==> src/rtl/sram_ctrl.sv <==
// Request/response front-end for the single-port sram macro: clears the array
// after reset, then serves valid/ready read and write requests.
module sram_ctrl #(
    parameter int unsigned ADDR_WIDTH = 4,
    parameter int unsigned DATA_WIDTH = 8
) (
    input  logic                  clk,
    input  logic                  rst_n,
    input  logic                  req_valid,
    output logic                  req_ready,
    input  logic                  req_we,
    input  logic [ADDR_WIDTH-1:0] req_addr,
    input  logic [DATA_WIDTH-1:0] req_wdata,
    output logic                  rsp_valid,
    input  logic                  rsp_ready,
    output logic [DATA_WIDTH-1:0] rsp_rdata,
    output logic                  init_done,
    output logic                  mem_we,
    output logic [ADDR_WIDTH-1:0] mem_addr,
    output logic [DATA_WIDTH-1:0] mem_wdata,
    input  logic [DATA_WIDTH-1:0] mem_rdata
);

    localparam logic [ADDR_WIDTH-1:0] CNT_LAST = '1;

    typedef enum logic [1:0] {
        ST_INIT = 2'd0,
        ST_IDLE = 2'd1,
        ST_RESP = 2'd2
    } state_e;

    state_e                  state_q, state_d;
    logic [ADDR_WIDTH-1:0]   cnt_q, cnt_d;
    logic                    rsp_valid_q;
    logic [DATA_WIDTH-1:0]   rsp_rdata_q, rsp_rdata_d;
    logic                    init_done_q, init_done_d;
    logic                    accept;
    logic                    mem_we_c;

    // State register with synchronous active-low reset
    always_ff @(posedge clk) begin
        if (!rst_n) begin
            state_q     <= ST_INIT;
            cnt_q       <= '0;
            rsp_valid_q <= 1'b0;
            rsp_rdata_q <= '0;
            init_done_q <= 1'b0;
        end else begin
            state_q     <= state_d;
            cnt_q       <= cnt_d;
            rsp_valid_q <= (state_d == ST_RESP);
            rsp_rdata_q <= rsp_rdata_d;
            init_done_q <= init_done_d;
        end
    end

    // Next-state, handshake and memory pin decode
    always_comb begin
        state_d     = state_q;
        cnt_d       = cnt_q;
        rsp_rdata_d = rsp_rdata_q;
        init_done_d = init_done_q;
        req_ready   = 1'b0;
        mem_we_c    = 1'b0;
        mem_addr    = req_addr;
        mem_wdata   = req_wdata;
        accept      = 1'b0;

        case (state_q)
            ST_INIT: begin
                mem_we_c  = 1'b1;
                mem_addr  = cnt_q;
                mem_wdata = '0;
                if (cnt_q == CNT_LAST) begin
                    state_d     = ST_IDLE;
                    init_done_d = 1'b1;
                end else begin
                    cnt_d = cnt_q + ADDR_WIDTH'(1);
                end
            end
            ST_IDLE: begin
                req_ready = 1'b1;
            end
            ST_RESP: begin
                req_ready = rsp_ready;
                if (rsp_ready) begin
                    state_d = ST_IDLE;
                end
            end
            default: begin
                state_d = ST_INIT;
            end
        endcase

        // A read accepted while a response drains keeps the FSM in RESP
        accept = req_valid & req_ready;
        if (accept) begin
            mem_we_c = req_we;
            if (req_we) begin
                state_d = ST_IDLE;
            end else begin
                state_d     = ST_RESP;
                rsp_rdata_d = mem_rdata;
            end
        end
    end

    assign mem_we    = mem_we_c & rst_n;
    assign rsp_valid = rsp_valid_q;
    assign rsp_rdata = rsp_rdata_q;
    assign init_done = init_done_q;

endmodule
==> config.mk <==
export PLATFORM = sky130hd
export DESIGN_NAME = sram_ctrl
export DESIGN_NICKNAME = d
export VERILOG_FILES = /design/src/rtl/sram_ctrl.sv
export SDC_FILE = /design/constraint.sdc
export NUM_CORES = 1
export LEC_CHECK = 0
export BUFFER_PORTS_ARGS = -buffer_cell sky130_fd_sc_hd__buf_2
export CORE_MARGIN = 10
export CORE_UTILIZATION = 43
export DETAILED_ROUTE_END_ITERATION = 10
export HOLD_SLACK_MARGIN = 0.15
export PLACE_DENSITY_LB_ADDON = 0.15
export RECOVER_POWER = 25
export SYNTH_ARGS = -nofsm -noshare
export SYNTH_HDL_FRONTEND = slang
export SYNTH_SLANG_ARGS = --single-unit
export TNS_END_PERCENT = 1
==> constraint.sdc <==
create_clock -name clk -period 1.9 [get_ports clk]
set_input_delay 0.38 -clock clk [delete_from_list [all_inputs] [get_ports clk]]
set_output_delay 0.38 -clock clk [all_outputs]
set_load 0.05 [all_outputs]
==> impl_metrics.json <==
{
  "path_clk_slew_ps": 100,
  "async_flop_share_pct": 0,
  "place_area_sq_um": 1170,
  "dp.final_hpwl_um": 1960,
  "synth_fa_ha_area_share_pct": 8.55,
  "route.detailed.drc": 0,
  "critPathCaptureType": "primary output",
  "fin_crit_ps": 1940,
  "synth-edff-count": 0,
  "gr-total-overflow": 0,
  "ff_latch_area_sq_um": 328,
  "first_global_vias": 930,
  "start_util_pct": 45.2,
  "synth_top_area_share_pct": 36.5,
  "power_density_nw_per_um2": 718,
  "ctsHoldBuffers": 0,
  "fin_skew_ps": 0.439,
  "synth_nets": 124,
  "arrival_ps": 1560,
  "avgSynthCellArea_sq_um": 9.44,
  "grt_max_degree": 18,
  "cp_cell_sequence": "buf_6, ha_4, a21oi_4, buf_4, nor2b_1, buf_4",
  "io_buffers": 48,
  "netlist_area_sq_um": 878,
  "setup_viol": 2,
  "max_freq_ghz": 0.515,
  "worstSetupPathType": "reg2out",
  "cp_data_required_time_ps": 1520,
  "synthDistinctLibCells": 26,
  "period_share_pct": 102,
  "wl_per_cell_um": 14.7,
  "synth-xor-area-share_pct": 1.99,
  "slew_headroom_pct": 59.8,
  "grt_pass1_wl_um": 4370,
  "viasPerCell": 4.75,
  "p_total_mw": 1.03,
  "insertion_delay_ps": 290,
  "ir_drop_uv": 486,
  "slew_viol_final": 0,
  "synth_top_family_by_area": "simple AND/OR/NAND/NOR gates",
  "synth_mux_area_share_pct": 14.2,
  "root_buffer": "clkbuf_4",
  "track_usage_pct": 12.9,
  "synth_area_leaders": "dfxtp_1, nor2b_1, mux2i_1, ha_1, mux2_2",
  "die_h_um": 65.2,
  "gp_congestion": 0.891,
  "n_fill_cell": 145,
  "grt_setup_unrepaired": "true",
  "synth.most_common_cell": "nor2b_1",
  "synthSimpleGateAreaFrac_pct": 26.1,
  "cp_max_fo": 4,
  "areaGrowthSynthToFinish_pct": 63.1,
  "ant_nets": 0,
  "cts_tree": "yes",
  "drt-initial-drc-count": 8,
  "drive_gt1_share_pct": 51.3,
  "diodes": 0,
  "fin_ws_ps": -43.3,
  "final_util_pct": 73.8,
  "antenna_found_initial": 0,
  "synth_compound_area_share_pct": 9.54,
  "hold_class": "in2reg",
  "finalInstanceArea_sq_um": 1430,
  "wl_um": 2720,
  "tightest_slew_ps": 606,
  "die_area_sq_um": 4250,
  "p_leak_nw": 0.642,
  "num_rows": 16,
  "violations": "setup timing",
  "dr_total_vias": 878,
  "synth_warnings": 0,
  "multi_input_area_sq_um": 607,
  "status": "complete, but fails checks",
  "synthTopCellsByCount": "nor2b_1, dfxtp_1, mux2i_1, ha_1",
  "critical_path.max_stage_delay_ps": 370,
  "pin_count": 49,
  "finalHoldViolCount": 0,
  "cts_max_level": 1,
  "yosysSeqAreaShare_pct": 36.5,
  "die_w_um": 65.2,
  "nNetsFinal": 190,
  "clock_path_buffers": 2,
  "startpoint_type": "flop",
  "ys_ff_latch": 16,
  "synth_top_area_cell": "dfxtp_1",
  "synthCells": 93,
  "crit_slowest_cell": "dfxtp_4",
  "timing.critical_path.mode_cell": "buf_4",
  "ys.flop_type": "dfxtp_1",
  "drt_first_pass_iters": 3,
  "drv_cap": 0,
  "cts.sinks": 16,
  "cts_buffers": 3,
  "core_sq_um": 1940,
  "whs_ps": 343
}
layout by cell type, fill, tap and decap left out, types with 3 or more instances in the layout:
| cell type | count |
|---|---|
| and2_1 | 3 |
| and3_1 | 3 |
| buf_2 | 32 |
| buf_4 | 15 |
| buf_6 | 8 |
| clkbuf_1 | 6 |
| clkbuf_4 | 6 |
| dfxtp_1 | 14 |
| ha_1 | 3 |
| ha_4 | 3 |
| mux2_2 | 4 |
| mux2i_1 | 8 |
| nand3_1 | 4 |
| nor2b_1 | 18 |
metal layers:
layer / vias to the layer above / track usage, % / share of wire (%)
li1: 450 / - / -
met1: 397 / 12.9 / 41
met2: 23 / 23.7 / 52
met3: 8 / 4.24 / 4.3
met4: 0 / 5.88 / 2.5
met5: - / 0 / 0
cells by family (layout without fill, tap and decap cells):
group,count (synthesis),in the layout
simple gates,38,38
flops,16,16
compound gates,12,12
mux,12,12
buf+inv,7,72
fa+ha+maj,6,6
xor+xnor,2,2
cell type report:
class | instances | share of cell area [%]
timing repair buffer | 64 | 28.5
tap | 27 | 2.36
clock buffer | 4 | 2.53
multi-input combinational | 70 | 42.4
inverter | 4 | 1.40
sequential | 16 | 22.9
where the power goes:
part	total (mW)	switching, mW	internal [mW]
Sequential	0.373	0.0197	0.353
Combinational	0.421	0.257	0.163
Clock	0.234	0.117	0.117
Total	1.03	0.395	0.633
through the flow:
step,std cells,setup WS (ps),TNS (ps)
floorplan,93,-205,-1820
global placement,169,106,0
detailed placement,169,30.8,0
CTS,185,-25.3,-39.0
global route,185,-112,-332
finish,185,-43.3,-66.7
state kept, by name, summed over array words and instances, names as in the netlist:
name / flops
rsp_valid: 1
cnt_q: 4
init_done: 1
state_q: 2
rsp_rdata: 8
worst max-delay path: cells and delay by family, from the launching register on:
kind,cells,cell delay [ps]
and+or+nand+nor,1,60
DFF,1,370
AOI/OAI and AO/OA,1,200
buffers and inverters,3,480
adders and majority gates,1,160
worst paths after layout:
| path | start | to | slack (ps) | depth (start not counted) |
|---|---|---|---|---|
| worst max-delay path | state_q[1]$_SDFF_PN0_ | req_ready | -40 | 6 |
| worst min-delay path | mem_rdata[7] | rsp_rdata[7]$_SDFFE_PN0P_ | 340 | 3 |
| worst max register to register | state_q[1]$_SDFF_PN0_ | rsp_valid$_SDFF_PN0_ | 100 | 11 |
| worst min register to register | init_done$_SDFFE_PN0P_ | init_done$_SDFFE_PN0P_ | 470 | 2 |
repair_timing:
| item | in CTS | in global routing |
|---|---|---|
| pin swaps | 9 | 5 |
| gates resized for setup | 25 | 21 |
| gates cloned | 0 | 0 |
| buffers inserted | 12 | 1 |
| endpoints found under the setup margin | 14 | 16 |
No activity file was read; power rests on OpenSTA's default activity.
